### src/rtl/wb_scheduler.sv
// Writeback scheduler and register scoreboard for the integer register file.
// Arbitrates the single write port: ALU writeback has fixed priority, and LSU/MDU
// share the port round-robin through valid/ready handshakes. A pending vector
// tracks destinations owned by in-flight long-latency operations, and issue
// stalls on RAW/WAW hazards against them. A starvation counter holds the ALU
// path so a long requester is guaranteed forward progress.
module wb_scheduler #(
   parameter int unsigned STARVE_LIMIT = 8
) (
   input  logic        i_CLK,
   input  logic        i_RSTn,

   input  logic        i_ISSUE_VALID,
   input  logic        i_ISSUE_LONG,
   input  logic [4:0]  i_ISSUE_RD_PTR,
   input  logic [4:0]  i_ISSUE_RS1_PTR,
   input  logic [4:0]  i_ISSUE_RS2_PTR,
   output logic        o_ISSUE_STALL,

   input  logic        i_ALU_VALID,
   input  logic [4:0]  i_ALU_RD_PTR,
   input  logic [31:0] i_ALU_RD,

   input  logic        i_LSU_VALID,
   input  logic [4:0]  i_LSU_RD_PTR,
   input  logic [31:0] i_LSU_RD,
   output logic        o_LSU_READY,

   input  logic        i_MDU_VALID,
   input  logic [4:0]  i_MDU_RD_PTR,
   input  logic [31:0] i_MDU_RD,
   output logic        o_MDU_READY,

   output logic        o_ALU_HOLD,

   output logic        o_WE,
   output logic [4:0]  o_RD_PTR,
   output logic [31:0] o_RD
);

   localparam logic [7:0] LIMIT = 8'(STARVE_LIMIT);

   // Round-robin pointer: which long unit wins when both request.
   typedef enum logic {
      RR_LSU = 1'b0,
      RR_MDU = 1'b1
   } rr_e;

   rr_e         rr_q, rr_d;
   logic [31:0] pend_q, pend_d;
   logic [7:0]  cnt_q, cnt_d;
   logic        hold_q, hold_d;

   logic        alu_gnt, lsu_gnt, mdu_gnt;
   logic        long_gnt, long_req;
   logic [31:0] clr_vec, set_vec, eff_vec;
   logic        issue_ok;

   // Port arbitration: ALU first, otherwise one long unit (round-robin on contention).
   always_comb begin
      alu_gnt = 1'b0;
      lsu_gnt = 1'b0;
      mdu_gnt = 1'b0;
      if (i_ALU_VALID) begin
         alu_gnt = 1'b1;
      end else if (i_LSU_VALID && i_MDU_VALID) begin
         if (rr_q == RR_LSU) lsu_gnt = 1'b1;
         else                mdu_gnt = 1'b1;
      end else if (i_LSU_VALID) begin
         lsu_gnt = 1'b1;
      end else if (i_MDU_VALID) begin
         mdu_gnt = 1'b1;
      end
   end

   assign long_gnt    = lsu_gnt | mdu_gnt;
   assign long_req    = i_LSU_VALID | i_MDU_VALID;
   assign o_LSU_READY = lsu_gnt;
   assign o_MDU_READY = mdu_gnt;
   assign o_ALU_HOLD  = hold_q;

   // Register file write port mux; x0 writes complete the handshake but never write.
   always_comb begin
      o_WE     = 1'b0;
      o_RD_PTR = '0;
      o_RD     = '0;
      if (alu_gnt) begin
         o_WE     = (i_ALU_RD_PTR != 5'd0);
         o_RD_PTR = i_ALU_RD_PTR;
         o_RD     = i_ALU_RD;
      end else if (lsu_gnt) begin
         o_WE     = (i_LSU_RD_PTR != 5'd0);
         o_RD_PTR = i_LSU_RD_PTR;
         o_RD     = i_LSU_RD;
      end else if (mdu_gnt) begin
         o_WE     = (i_MDU_RD_PTR != 5'd0);
         o_RD_PTR = i_MDU_RD_PTR;
         o_RD     = i_MDU_RD;
      end
   end

   // Scoreboard: same-cycle clears are forwarded by the register file, so they
   // are masked out of the hazard check; a same-cycle set overrides a clear.
   always_comb begin
      clr_vec = '0;
      if (lsu_gnt) clr_vec[i_LSU_RD_PTR] = 1'b1;
      if (mdu_gnt) clr_vec[i_MDU_RD_PTR] = 1'b1;

      eff_vec = pend_q & ~clr_vec;

      o_ISSUE_STALL = i_ISSUE_VALID &
                      (eff_vec[i_ISSUE_RS1_PTR] |
                       eff_vec[i_ISSUE_RS2_PTR] |
                       eff_vec[i_ISSUE_RD_PTR]);

      issue_ok = i_ISSUE_VALID & ~o_ISSUE_STALL & i_ISSUE_LONG &
                 (i_ISSUE_RD_PTR != 5'd0);

      set_vec = '0;
      if (issue_ok) set_vec[i_ISSUE_RD_PTR] = 1'b1;

      pend_d    = (pend_q & ~clr_vec) | set_vec;
      pend_d[0] = 1'b0;
   end

   // Next round-robin pointer: after a long grant, favour the other unit.
   always_comb begin
      rr_d = rr_q;
      if (lsu_gnt)      rr_d = RR_MDU;
      else if (mdu_gnt) rr_d = RR_LSU;
   end

   // Starvation counter and next-cycle ALU hold.
   always_comb begin
      cnt_d = cnt_q;
      if (long_gnt || !long_req) begin
         cnt_d = '0;
      end else if (cnt_q < LIMIT) begin
         cnt_d = cnt_q + 8'd1;
      end
      hold_d = (cnt_d == LIMIT);
   end

   // State registers with asynchronous active-low reset.
   always_ff @(posedge i_CLK or negedge i_RSTn) begin
      if (!i_RSTn) begin
         rr_q   <= RR_LSU;
         pend_q <= '0;
         cnt_q  <= '0;
         hold_q <= 1'b0;
      end else begin
         rr_q   <= rr_d;
         pend_q <= pend_d;
         cnt_q  <= cnt_d;
         hold_q <= hold_d;
      end
   end

endmodule
### config.mk
export PLATFORM = sky130hd
export DESIGN_NAME = wb_scheduler
export DESIGN_NICKNAME = d
export VERILOG_FILES = /design/src/rtl/wb_scheduler.sv
export SDC_FILE = /design/constraint.sdc
export NUM_CORES = 1
export LEC_CHECK = 0
export ABC_AREA = 1
export CORE_UTILIZATION = 35
export DETAILED_ROUTE_END_ITERATION = 7
export GPL_TIMING_DRIVEN = 0
export PLACE_DENSITY = 0.68
export SETUP_SLACK_MARGIN = 0.3
export SYNTH_ARGS = -nofsm -noshare
export SYNTH_HDL_FRONTEND = slang
export SYNTH_SLANG_ARGS = --single-unit
### constraint.sdc
create_clock -name i_CLK -period 5.8 [get_ports i_CLK]
set_input_delay 0.58 -clock i_CLK [delete_from_list [all_inputs] [get_ports i_CLK]]
set_output_delay 0.58 -clock i_CLK [all_outputs]
set_load 0.02 [all_outputs]
== Yosys cells after proc, flatten, opt, wreduce, memory -nomap -nowiden ==
Cells that the tools add are included.
Operators by class
  reduce and logical (&&, ||, !) cells: 11
  bitwise gates (word level): 13
  add/sub/neg operators: 1
  magnitude comparators: 9
  muxes and demuxes: 38
  eq/ne operators: 1
Operators with widths (number)
  32-bit 2-to-1 mux: 6
  32-bit bitwise OR: 2
  32-bit bitwise AND: 1
  32-bit inverter: 1
  5-bit by 6-bit less-than comparator with 1-bit output, second input constant: 5
  1-bit 2-to-1 mux: 21
  5-bit nonzero test: 4
  8-bit 2-to-1 mux: 2
  1-bit binary-select mux with 5-bit select: 3
  1-bit demux with 5-bit select: 3
  5-bit by 1-bit greater-or-equal comparator with 1-bit output, second input constant: 3
  5-bit 2-to-1 mux: 3
  8-bit by 1-bit adder with 8-bit output, second input constant: 1
  8-bit by 4-bit equality test with 1-bit output, second input constant: 1
  8-bit by 4-bit less-than comparator with 1-bit output, second input constant: 1
  1-bit bitwise AND: 4
  1-bit logical AND: 4
  1-bit bitwise OR: 4
  2-bit nonzero test: 1
  1-bit zero test: 1
  1-bit logical OR: 1
  1-bit inverter: 1
Word-level totals
  bits in registers: 41
  logic and storage cells: 77

== Longest topological paths before layout ==
Gate-level depths: netlist of run 1.
  word-level depth: 20
  gate-level depth with buffers: 17

== Worst setup path after synthesis of run 1 ==
OpenSTA, ideal clock, no wires.
  path type: input port to output port
  start point: in i_ISSUE_RS1_PTR[1]
  end point: out o_ISSUE_STALL
  path slack: 3.025 ns
  path buffers: 3
  stages on the path: 13
  data arrival time: 2.195 ns
  cell sequence: clkbuf_1 -> or2_2 -> clkbuf_1 -> o21ai_0 -> inv_1 -> nand2_1 -> nand2_1 -> nand2_1 -> nand3_1 -> nand3_2 -> nor2_4 -> buf_6 -> nor2_1
On the way
  cells in the longest elaborated chain, start to end: 5
Ends and longest elaborated chain
  from (decl): RTL line 16  | input logic [4:0] i_ISSUE_RS1_PTR,
  1-bit binary-select mux with 5-bit select: RTL line 112  | (eff_vec[i_ISSUE_RS1_PTR] |
  1-bit 2-to-1 mux (not written as such): RTL line 112
  1-bit bitwise OR: RTL line 112
  1-bit bitwise OR: RTL line 113  | eff_vec[i_ISSUE_RS2_PTR] |
  1-bit bitwise AND: RTL line 111  | o_ISSUE_STALL = i_ISSUE_VALID &
  to (decl): RTL line 18  | output logic o_ISSUE_STALL,
Every way passes these cells. The select of a mux whose other input is x is not followed.

== Worst setup path after layout of run 1 ==
  start point: in i_ISSUE_RD_PTR[0]
  end point: out o_ISSUE_STALL
On the way
  cells in the longest elaborated chain, start to end: 4
Ends and longest elaborated chain
  from (decl): RTL line 15  | input logic [4:0] i_ISSUE_RD_PTR,
  1-bit binary-select mux with 5-bit select: RTL line 114  | eff_vec[i_ISSUE_RD_PTR]);
  1-bit 2-to-1 mux (not written as such): RTL line 114
  1-bit bitwise OR: RTL line 113
  1-bit bitwise AND: RTL line 111
Every way passes these cells. The select of a mux whose other input is x is not followed.

==> results of run 1 <==
## kinds of logic (layout without fill, tap and decap cells)
| family | Yosys count | in the layout | share of synthesized area (%) |
|---|---|---|---|
| buffers and inverters | 88 | 267 | 8.66 |
| AOI/OAI and AO/OA | 22 | 22 | 3.24 |
| adders and majority gates | 1 | 1 | 0.291 |
| DFF | 41 | 41 | 23.9 |
| and+or+nand+nor | 619 | 619 | 63.9 |
## sequential cells by signal, indices dropped and copies added (netlist names)
signal,count
cnt_q,8
pend_q,31
o_ALU_HOLD,1
rr_q,1
## synthesized netlist by cell type (4+ instances only)
cell type / count
buf_1: 7
nand2_1: 302
a21oi_1: 6
nor3_1: 5
nor2_4: 6
dfrtp_1: 41
buf_6: 4
nand4_1: 35
nor2_1: 109
nand3_1: 139
nor2_2: 4
o21ai_0: 6
inv_1: 57
nand3_2: 11
clkbuf_1: 14
## power groups by stage
| stage | Combinational, mW | Sequential (mW) | Clock (mW) |
|---|---|---|---|
| after global placement | 0.472 | 0.341 | 0 |
| after detailed placement | 0.473 | 0.343 | 0 |
| final | 0.480 | 0.338 | 0.378 |
| after global routing | 0.517 | 0.341 | 0.390 |
| after CTS | 0.476 | 0.337 | 0.378 |
| after floorplan | 0.242 | 0.338 | 0 |
## per-layer routing
metal  part of all wire [%]  wire (microns)  vias up  GRT usage (%)
met5                      0               0        -              0
met3                     10            2020       59           7.50
li1                       -               -     2865              -
met4                    4.5             874        0           15.0
met1                     39            7650     2611           36.2
met2                     46            8960      326           51.5
## per-stage QoR
stage	hold WS, ns	cell area, sq um	utilization [%]	power, mW
finish	0.150	6390	53.4	1.20
global route	0.166	6390	53.4	1.25
CTS	0.155	6390	53.4	1.19
detailed placement	0.471	6190	51.8	0.816
global placement	0.497	6180	51.6	0.813
floorplan	0.284	4290	-	0.581
## worst max path at each step
stage / endpoint / cells past startpoint / startpoint
5_1_grt: o_ISSUE_STALL / 14 / i_ISSUE_RD_PTR[0]
3_5_place_dp: o_ISSUE_STALL / 14 / i_ISSUE_RD_PTR[0]
6_report: o_ISSUE_STALL / 14 / i_ISSUE_RD_PTR[0]
3_3_place_gp: o_ISSUE_STALL / 14 / i_ISSUE_RD_PTR[0]
2_1_floorplan: o_ISSUE_STALL / 13 / i_ISSUE_RS1_PTR[1]
4_1_cts: o_ISSUE_STALL / 14 / i_ISSUE_RD_PTR[0]
## layout make-up
class                      instances  area (sq um)
tap                              147           184
clock inverter                     3          68.8
inverter                          60           225
clock buffer                       5           125
fill                            1237          5580
sequential                        41          1030
buffer                            28           146
multi-input combinational        642          2890
timing repair buffer             171          1720
## critical path: cells and delay by family
family        cells  cell delay (ns)
buf+inv           4             1.84
simple gates     10             1.52
==> impl_metrics.env, run 1 <==
export IMPL_p_sw_share_pct=35.3
export IMPL_cp_common_cell="nor2_1"
export IMPL_p_sw_mw=0.422
export IMPL_grt_pass1_wl_mm=29.5
export IMPL_setup_tns_final_ns=0
export IMPL_syn2layout_area_growth_pct=48.8
export IMPL_die_width_microns=113
export IMPL_comb_power_share_pct=40.2
export IMPL_synth_area_top_cells="nand2_1 (26%), dfrtp_1 (24%), nand3_1 (16%)"
export IMPL_cp_max_fo=10
export IMPL_tritoncts="done"
export IMPL_hpwlAfterDp_mm=15.0
export IMPL_cts_reportedPaths_clkPinSlew_ns=0.06
export IMPL_hold_violations=0
export IMPL_worst_ep_arrival_time_ns=3.96
export IMPL_dp_cells=1089
export IMPL_irDropWorstVdd_v=0.000151
export IMPL_period_share_pct=78.3
export IMPL_initial_core_util_pct=35.9
export IMPL_leakage_nw=2.96
export IMPL_pre_cts_ws_ns=1.42
export IMPL_setup_viol=0
export IMPL_synth_top_cell_area_share_pct=26.4
export IMPL_die_h_microns=113
export IMPL_gp_congestion=0.950
export IMPL_post_cts_buffers=0
export IMPL_yosys_warnings=0
export IMPL_netlist_area_sq_um=4290
export IMPL_cp_end_kind="primary output"
export IMPL_ant_nets=0
export IMPL_maxSlewViolCount=0
export IMPL_netlist_cell_type_count=31
export IMPL_cts_hold_fix_buffers=0
export IMPL_avgRoutedWirePerCell_microns=17.8
export IMPL_ys_ff_latch=41
export IMPL_grt_overflow=0
export IMPL_crit_slowest_cell="nor2_1"
export IMPL_drt_iter0_markers=567
export IMPL_tightest_slew_ns=0.856
export IMPL_io_buffer_count=170
export IMPL_vias=5861
export IMPL_skew_ns=0.00490
export IMPL_cpPeakStageDelay_ns=0.67
export IMPL_cts_buffers=5
export IMPL_htree_levels=2
export IMPL_rrSetupSlack_ns=3.25
export IMPL_period_minus_slack_ns=4.54
export IMPL_die_area_sq_um=12700
export IMPL_synth_edf_count=0
export IMPL_critical_path_required_ns=5.22
export IMPL_setup_slack_ns=1.26
export IMPL_instances_no_fill=1097
export IMPL_crit_chain="clkdlybuf4s50_1 -> nor2_1 -> clkinv_1 -> nor2_1 -> nor2_1 -> nand3_1 -> nand3_1 -> nand2_1 -> nor2_2 -> nand3_2 -> nor2_4 -> buf_6 -> nor2_1 -> clkdlybuf4s50_1"
export IMPL_synth_cells=771
export IMPL_outcome="finished clean"
export IMPL_root_buffer="clkbuf_16"
export IMPL_clock_power_share_pct=31.6
export IMPL_layout_drive_gt1_share_pct=4.63
export IMPL_synth_seq_area_share_pct=23.9
export IMPL_r2r_end="pend_q[12]"
export IMPL_synth_nets=905
export IMPL_relSlewSlack_pct=42.7
export IMPL_p_per_area_nw_per_um2=187
export IMPL_first_pass_iters=5
export IMPL_max_freq_mhz=220
export IMPL_worstHoldPathType="in -> async"
export IMPL_drt_wl_total_mm=19.5
export IMPL_grtUsageTotal_pct=30.5
export IMPL_synth_flop_cell="dfrtp_1"
export IMPL_ctsResizeCount=0
export IMPL_async_flop_share_pct=100
export IMPL_r2r_start="rr_q"
export IMPL_drv_cap=0
export IMPL_final_nets=1083
export IMPL_diodes=0
export IMPL_p_int_mw=0.775
export IMPL_core_area_sq_um=12000
export IMPL_synth_top_area_cell="nand2_1"
export IMPL_num_rows=40
export IMPL_vias_per_cell=5.34
export IMPL_drc=0
export IMPL_clock_sinks=41
export IMPL_layout_common_cells="nand2_1 (302), clkdlybuf4s50_1 (169), nand3_1 (139)"
export IMPL_clk_path_buf_depth=2
export IMPL_clk_latency_ns=0.30
export IMPL_startpoint_type="input port"
export IMPL_layout_commonest_cell="nand2_1"
export IMPL_seq_power_share_pct=28.3
export IMPL_antenna_found_initial=0
export IMPL_reg2reg_depth=17
export IMPL_first_global_vias=5500
export IMPL_grt_max_degree=34
export IMPL_syn_avg_cell_area_sq_um=5.57
export IMPL_grt_setup_unrepaired="no"
export IMPL_num_io_pins=175
export IMPL_critPathKind="in -> out"
Note: power is estimated with default switching activity, not from simulation.
==> run 2: changes to the inputs <==
==> constraint.sdc (replaced) <==
create_clock -name i_CLK -period 4.72 [get_ports i_CLK]
set_input_delay 0.472 -clock i_CLK [delete_from_list [all_inputs] [get_ports i_CLK]]
set_output_delay 0.472 -clock i_CLK [all_outputs]
set_load 0.02 [all_outputs]
==> results of run 2 <==
Same layout as run 1 (identical final DEF). Status: finished clean.
Among the figures that moved: setup slack after placement 1.42 ns -> 0.556 ns; setup slack after layout 1.26 ns -> 0.397 ns; hold slack 0.150 ns -> 0.0420 ns; register-to-register setup slack 3.25 ns -> 2.17 ns; total power 1.20 mW -> 1.47 mW; worst IR drop on VDD 0.000151 V -> 0.000185 V
